File: src/rtl/imm_gen_pkg.sv
// Shared definitions for the pipelined immediate generator: opcodes, format codes
// and occupancy states.
package imm_gen_pkg;

  localparam logic [6:0] OPC_LOAD    = 7'b0000011;
  localparam logic [6:0] OPC_OPIMM   = 7'b0010011;
  localparam logic [6:0] OPC_OPIMM32 = 7'b0011011;
  localparam logic [6:0] OPC_JALR    = 7'b1100111;
  localparam logic [6:0] OPC_SYSTEM  = 7'b1110011;
  localparam logic [6:0] OPC_STORE   = 7'b0100011;
  localparam logic [6:0] OPC_BRANCH  = 7'b1100011;
  localparam logic [6:0] OPC_LUI     = 7'b0110111;
  localparam logic [6:0] OPC_AUIPC   = 7'b0010111;
  localparam logic [6:0] OPC_JAL     = 7'b1101111;

  typedef enum logic [2:0] {
    FMT_NONE = 3'd0,
    FMT_I    = 3'd1,
    FMT_S    = 3'd2,
    FMT_B    = 3'd3,
    FMT_U    = 3'd4,
    FMT_J    = 3'd5
  } fmt_e;

  typedef enum logic [1:0] {
    ST_EMPTY = 2'd0,
    ST_ONE   = 2'd1,
    ST_TWO   = 2'd2
  } state_e;

endpackage

File: src/rtl/imm_gen_if.sv
// Fetch-side and ALU-side handshake bundle of the immediate generator.
interface imm_gen_if #(parameter int XLEN = 64);
  // valid/ready: a word moves on a rising edge where valid and ready are both 1;
  // the sender keeps its payload stable while valid=1 and ready=0.
  logic            in_valid;
  logic            in_ready;
  logic [31:0]     in_instr;
  logic            out_valid;
  logic            out_ready;
  logic [XLEN-1:0] out_imm;
  logic [2:0]      out_fmt;
  logic            out_illegal;
  logic [31:0]     out_instr;

  modport master (
    output in_valid, in_instr, out_ready,
    input  in_ready, out_valid, out_imm, out_fmt, out_illegal, out_instr
  );

  modport slave (
    input  in_valid, in_instr, out_ready,
    output in_ready, out_valid, out_imm, out_fmt, out_illegal, out_instr
  );
endinterface

File: src/rtl/imm_decode.sv
// Combinational RV immediate decoder: builds a 32-bit signed immediate per format
// and sign-extends it to XLEN.
module imm_decode
  import imm_gen_pkg::*;
#(
  parameter int XLEN = 64
) (
  input  logic [31:0]     instr,
  output logic [XLEN-1:0] imm,
  output fmt_e            fmt,
  output logic            illegal
);

  logic signed [31:0] imm32;

  always_comb begin
    imm32   = '0;
    fmt     = FMT_NONE;
    illegal = 1'b0;
    case (instr[6:0])
      OPC_LOAD, OPC_OPIMM, OPC_OPIMM32, OPC_JALR, OPC_SYSTEM: begin
        fmt   = FMT_I;
        imm32 = {{20{instr[31]}}, instr[31:20]};
      end
      OPC_STORE: begin
        fmt   = FMT_S;
        imm32 = {{20{instr[31]}}, instr[31:25], instr[11:7]};
      end
      OPC_BRANCH: begin
        fmt   = FMT_B;
        imm32 = {{19{instr[31]}}, instr[31], instr[7], instr[30:25], instr[11:8], 1'b0};
      end
      OPC_LUI, OPC_AUIPC: begin
        fmt   = FMT_U;
        imm32 = {instr[31:12], 12'b0};
      end
      OPC_JAL: begin
        fmt   = FMT_J;
        imm32 = {{11{instr[31]}}, instr[31], instr[19:12], instr[20], instr[30:21], 1'b0};
      end
      default: illegal = 1'b1;
    endcase
  end

  // Signed size cast: replicates imm32[31] up to XLEN-1.
  assign imm = XLEN'(imm32);

endmodule

File: src/rtl/imm_gen_pipe.sv
// Pipelined immediate generator: decodes at the input, then holds results in an
// output register plus an optional skid register for full-rate backpressure.
module imm_gen_pipe
  import imm_gen_pkg::*;
#(
  parameter int XLEN    = 64,
  parameter bit SKID_EN = 1'b1
) (
  input  logic      clk,
  input  logic      reset,
  input  logic      flush,
  imm_gen_if.slave  bus,
  output state_e    dbg_state
);

  typedef struct packed {
    logic [XLEN-1:0] imm;
    fmt_e            fmt;
    logic            illegal;
    logic [31:0]     instr;
  } entry_t;

  state_e          state;
  entry_t          out_q;
  entry_t          skid_q;
  entry_t          dec_e;
  logic [XLEN-1:0] dec_imm;
  fmt_e            dec_fmt;
  logic            dec_ill;
  logic            in_ready_w;
  logic            out_valid_w;
  logic            accept;
  logic            pop;

  imm_decode #(.XLEN(XLEN)) u_dec (
    .instr   (bus.in_instr),
    .imm     (dec_imm),
    .fmt     (dec_fmt),
    .illegal (dec_ill)
  );

  assign dec_e = {dec_imm, dec_fmt, dec_ill, bus.in_instr};

  assign out_valid_w = (state != ST_EMPTY);
  // With the skid register, ready depends on state only; without it, the output
  // register can reload in the same cycle it is popped.
  assign in_ready_w  = SKID_EN ? (~reset & (state != ST_TWO))
                               : (~reset & (~out_valid_w | bus.out_ready));
  assign accept      = bus.in_valid & in_ready_w;
  assign pop         = out_valid_w & bus.out_ready;

  always_ff @(posedge clk) begin
    if (reset || flush) begin
      state  <= ST_EMPTY;
      out_q  <= '0;
      skid_q <= '0;
    end else begin
      case (state)
        ST_EMPTY: begin
          if (accept) begin
            out_q <= dec_e;
            state <= ST_ONE;
          end
        end
        ST_ONE: begin
          if (accept && pop) begin
            out_q <= dec_e;
          end else if (accept) begin
            skid_q <= dec_e;
            state  <= ST_TWO;
          end else if (pop) begin
            state <= ST_EMPTY;
          end
        end
        ST_TWO: begin
          if (pop) begin
            out_q <= skid_q;
            state <= ST_ONE;
          end
        end
        default: state <= ST_EMPTY;
      endcase
    end
  end

  assign bus.in_ready    = in_ready_w;
  assign bus.out_valid   = out_valid_w;
  assign bus.out_imm     = out_q.imm;
  assign bus.out_fmt     = out_q.fmt;
  assign bus.out_illegal = out_q.illegal;
  assign bus.out_instr   = out_q.instr;
  assign dbg_state       = state;

endmodule

File: src/flat_wrapper.sv
// flat-port wrapper written by rule: the top's interface ports become plain ports
module imm_gen_pipe_flat import imm_gen_pkg::*;
#(
  parameter int XLEN    = 64,
  parameter bit SKID_EN = 1'b1
)
  (clk, reset, flush, dbg_state, bus_in_valid, bus_in_instr, bus_out_ready, bus_in_ready, bus_out_valid, bus_out_imm, bus_out_fmt, bus_out_illegal, bus_out_instr);
  imm_gen_if #(.XLEN(XLEN)) bus_i ();
  input  logic clk;
  input  logic reset;
  input  logic flush;
  output state_e dbg_state;
  input wire logic [$bits(bus_i.in_valid)-1:0] bus_in_valid;
  input wire logic [$bits(bus_i.in_instr)-1:0] bus_in_instr;
  input wire logic [$bits(bus_i.out_ready)-1:0] bus_out_ready;
  output wire logic [$bits(bus_i.in_ready)-1:0] bus_in_ready;
  output wire logic [$bits(bus_i.out_valid)-1:0] bus_out_valid;
  output wire logic [$bits(bus_i.out_imm)-1:0] bus_out_imm;
  output wire logic [$bits(bus_i.out_fmt)-1:0] bus_out_fmt;
  output wire logic [$bits(bus_i.out_illegal)-1:0] bus_out_illegal;
  output wire logic [$bits(bus_i.out_instr)-1:0] bus_out_instr;
  assign bus_i.in_valid = bus_in_valid;
  assign bus_i.in_instr = bus_in_instr;
  assign bus_i.out_ready = bus_out_ready;
  assign bus_in_ready = bus_i.in_ready;
  assign bus_out_valid = bus_i.out_valid;
  assign bus_out_imm = bus_i.out_imm;
  assign bus_out_fmt = bus_i.out_fmt;
  assign bus_out_illegal = bus_i.out_illegal;
  assign bus_out_instr = bus_i.out_instr;
  imm_gen_pipe #(.XLEN(XLEN), .SKID_EN(SKID_EN)) u_core (.clk(clk), .reset(reset), .flush(flush), .bus(bus_i), .dbg_state(dbg_state));
endmodule
File: config.mk
export PLATFORM = sky130hd
export DESIGN_NAME = imm_gen_pipe_flat
export DESIGN_NICKNAME = d
export VERILOG_FILES = /design/src/rtl/imm_gen_pkg.sv /design/src/rtl/imm_gen_if.sv /design/src/rtl/imm_decode.sv /design/src/rtl/imm_gen_pipe.sv /design/src/flat_wrapper.sv
export SDC_FILE = /design/constraint.sdc
export NUM_CORES = 1
export LEC_CHECK = 0
export ABC_AREA = 1
export CORE_MARGIN = 3
export CORE_UTILIZATION = 51
export DETAILED_ROUTE_END_ITERATION = 10
export PLACE_DENSITY_LB_ADDON = 0.3
export SETUP_SLACK_MARGIN = 0.05
export SYNTH_ARGS = -nofsm -noshare
export SYNTH_HDL_FRONTEND = slang
export SYNTH_SLANG_ARGS = --single-unit
File: constraint.sdc
create_clock -name clk -period 2.2 [get_ports clk]
set_clock_uncertainty 0.15 [all_clocks]
set_input_delay 0.44 -clock clk [delete_from_list [all_inputs] [get_ports clk]]
set_output_delay 0.44 -clock clk [all_outputs]
set_load 0.01 [all_outputs]
==> key figures <==
Outcome
  • Status: finished clean

Critical path
  • Worst stage delay on the critical path: roughly 0.56 ns
  • CP Cell Sequence: buf_12 > clkdlybuf4s50_1
  • R2r endpoint: u_core.bus.out_imm[29]
  • Reg-to-reg slack, setup: around 0.5 ns
  • Slowest CP cell: clkdlybuf4s50_1
  • Startpoint Class: flop
  • R2R cell count: 10
  • Worst path arrival time: 1.51 ns
  • Worst EP required: 1.61 ns
  • Crit-path max FO: 34
  • R2R Path Start: u_core.dbg_state[0]
  • Class of the most critical setup path: reg2out
  • Worst setup EP type: output port

Synth
  • Count of cell types in the netlist: 24
  • Top cell type by total area after synthesis: dfxtp_1
  • Yosys top cell area share: 42.61%
  • Most frequent cell after synthesis: nor2_1
  • Largest family of logic cells by synthesized area: compound AO/OA/AOI/OAI gates
  • Synth Register Bits: approximately 140
  • Syn nets: 988
  • Async set-or-reset flop fraction in the synthesized netlist: 0%
  • Synth Flop Type: dfxtp_1
  • Post-Synth XOR/XNOR Area: 0%
  • Top cells by count, synth: nor2_1, o21ai_0, dfxtp_1
  • Multiplexer share of the synthesized area: 0%
  • Top post-synthesis cells by area: dfxtp_1, o21ai_0, nor2_1, a21oi_1, nand2_1
  • Cell area after synthesis: 0.006484 sq mm
  • Area share of fa/ha/maj cells after synthesis: 0%
  • Compound-Gate Fraction of Synth Area: a little over a fifth
  • Post-synth EDFFs: 0
  • Syn avg cell area: between 6 and 7 sq um
  • Synth Area in Simple Gates: 20.11%
  • Yosys warns: 0
  • Post-Synthesis Cells: about 950
  • Sequential area share after synthesis: 42.61%

Floorplanning
  • Starting Density: between 50 and 60%
  • Core area: between 0.01 and 0.015 sq mm
  • Chip Width: 118.8 um
  • Die area: 0.01410 sq mm
  • Top Ports: between 100 and 150
  • Row Count: 40
  • DIE HEIGHT: ~120 um

Hold path
  • Hold EP: u_core.skid_q[12]
  • HP Class: reg2reg
  • HP Start: u_core.skid_q[12]
  • Worst Hold Depth: 2

Routing
  • Post-route DRC: 0
  • Routed Antenna Nets: 0
  • Initial DRC count: 520
  • WL per Instance: between 10 and 15 um
  • Pre-antenna DRT Iters: 7
  • Vias: approximately 6,300
  • DR vias/cell: between 5 and 6
  • Final WL: roughly 18,000 um

Power and ir drop
  • Clock Power Share: a little under half
  • LEAKAGE: about 4.0 nW
  • Internal: between 4 and 5 mW
  • Maximum VDD drop: roughly 0.42 mV
  • Sequential Power Share: a little over two fifths
  • Comb pwr share: ~11%
  • Pwr/cell area: 718.7 mW/mm^2
  • Pwr Total: 6.167 mW
  • Switching power: about 1.5 mW
  • Switching share of power: about a quarter

Clock network
  • Root buf cell: clkbuf_16
  • CTS max path bufs: 2
  • Later-pin clock latency in the skew report: 0.42 ns
  • Clk slew on worst S/H paths: roughly 0.06 ns
  • CTS tree: done
  • Hold-fix buffers, CTS: 0
  • CTS Buf Count: 17
  • Clock sinks: ~140
  • H-tree depth: 4

STA
  • Top achievable clock speed: around 0.48 GHz
  • RSZ-0062 raised after global routing: false
  • Setup Viol. Count Final: 0
  • Tcrit/Tclk final: 95.33%
  • Max-slew violations: 0
  • Post-route minimum period: 2.097 ns
  • Slew headroom: 71.24%
  • Total negative slack: 0 ns
  • Worst-Margin Slew: around 0.43 ns
  • Final hold vios: 0
  • Hold slack: around 0.29 ns

Cells and area
  • NumNets Final: between 1,000 and 1,500
  • Area Growth Syn to Fin: 32.34%
  • Fraction of layout cells with a size suffix above 1: 8.622%
  • Final Instance Count excl. Fillers: roughly 1,200
  • Antenna diode count: 0
  • Post-layout util: 70.27%

GRT
  • Initial antenna violation count: 0
  • GR Util met3: under 10%
  • GR Util met2: between 40% and 50%
  • Grt total ovfl: 0
  • Met1 usage: 32.03%
  • First-pass GRT wire length: between 20,000 and 30,000 um
  • Layer with the highest usage: met2
  • Vias in the first global route: slightly below 6,000
  • All-layer global routing usage: 25.15%
  • Largest net degree at the start of global routing: around 100

Run
  • Max_cap viols: 0

Placed design
  • Dpl hpwl: ~12,000 um
  • Port Buffer Count: 140
  • Routability Congestion: 0.8888
  • DP Cell Count: 1,203
power groups by stage:
stage	Clock (mW)	Combinational [mW]	Sequential (mW)
global placement	0	0.694	2.65
CTS	2.90	0.703	2.60
finish	2.87	0.700	2.60
detailed placement	0	0.700	2.65
global route	3.02	0.765	2.60
floorplan	0	0.331	2.68
worst max path at each step:
stage / from / end / slack, ns / cells after the start
finish: u_core.bus.out_imm[62] / bus_out_imm[47] / 0.10 / 2
global route: u_core.bus.out_imm[62] / bus_out_imm[35] / 0.05 / 2
CTS: u_core.bus.out_imm[62] / bus_out_imm[36] / 0.05 / 2
detailed placement: bus_in_instr[2] / u_core.skid_q[53] / -0.15 / 11
global placement: bus_in_instr[2] / u_core.skid_q[50] / -0.09 / 11
floorplan: u_core.dbg_state[1] / bus_in_ready / 0.47 / 4
layout by cell type, fill, tap and decap left out, types with 17 or more instances in the layout:
cell type          n
nor2_1           168
o21ai_0          161
dfxtp_1          136
nand2_1          120
clkdlybuf4s50_1  119
a21oi_1          110
inv_1            104
buf_4             27
nand3_1           20
clkbuf_16         17
cells by family after synthesis:
group / count (synthesis)
compound gates: 283
buf+inv: 206
flops: 138
simple gates: 324
routing by layer:
layer | wire [um] | vias to the layer above
met5 | 0 | -
li1 | - | 3202
met4 | 503 | 0
met2 | 8291 | 199
met1 | 7880 | 2890
met3 | 906 | 36
timing repair:
action / CTS / global route
setup endpoints to repair: 35 / 33
setup buffers: 0 / 0
resized for setup: 11 / 16
state kept, by name (all words and copies together), names as in the netlist:
| register | cells |
|---|---|
| u_core.dbg_state | 2 |
| u_core.bus.out_illegal | 1 |
| u_core.skid_q | 68 |
| u_core.bus.out_instr | 32 |
| u_core.bus.out_fmt | 3 |
| u_core.bus.out_imm | 32 |
through the flow:
stage | setup WS (ns) | cell area, sq um
floorplan | 0.4670 | 6484
global placement | -0.08907 | 7943
detailed placement | -0.1506 | 7943
CTS | 0.05093 | 8538
global route | 0.05079 | 8581
finish | 0.1028 | 8581
final cells by class:
type | count | area (sq um)
Timing Repair Buffer | 178 | 1851
Inverter | 112 | 420.4
Multi-Input combinational cell | 607 | 2740
Clock inverter | 12 | 147.6
Sequential cell | 138 | 2765
Tap cell | 168 | 210.2
Fill cell | 1027 | 3631
Clock buffer | 20 | 446.7
critical path: cells and delay by family (launching register included):
kind / cells / cell delay [ns]
buffers and inverters: 2 / 0.73
flip-flops: 1 / 0.35
Note: power is estimated with default switching activity, not from simulation.
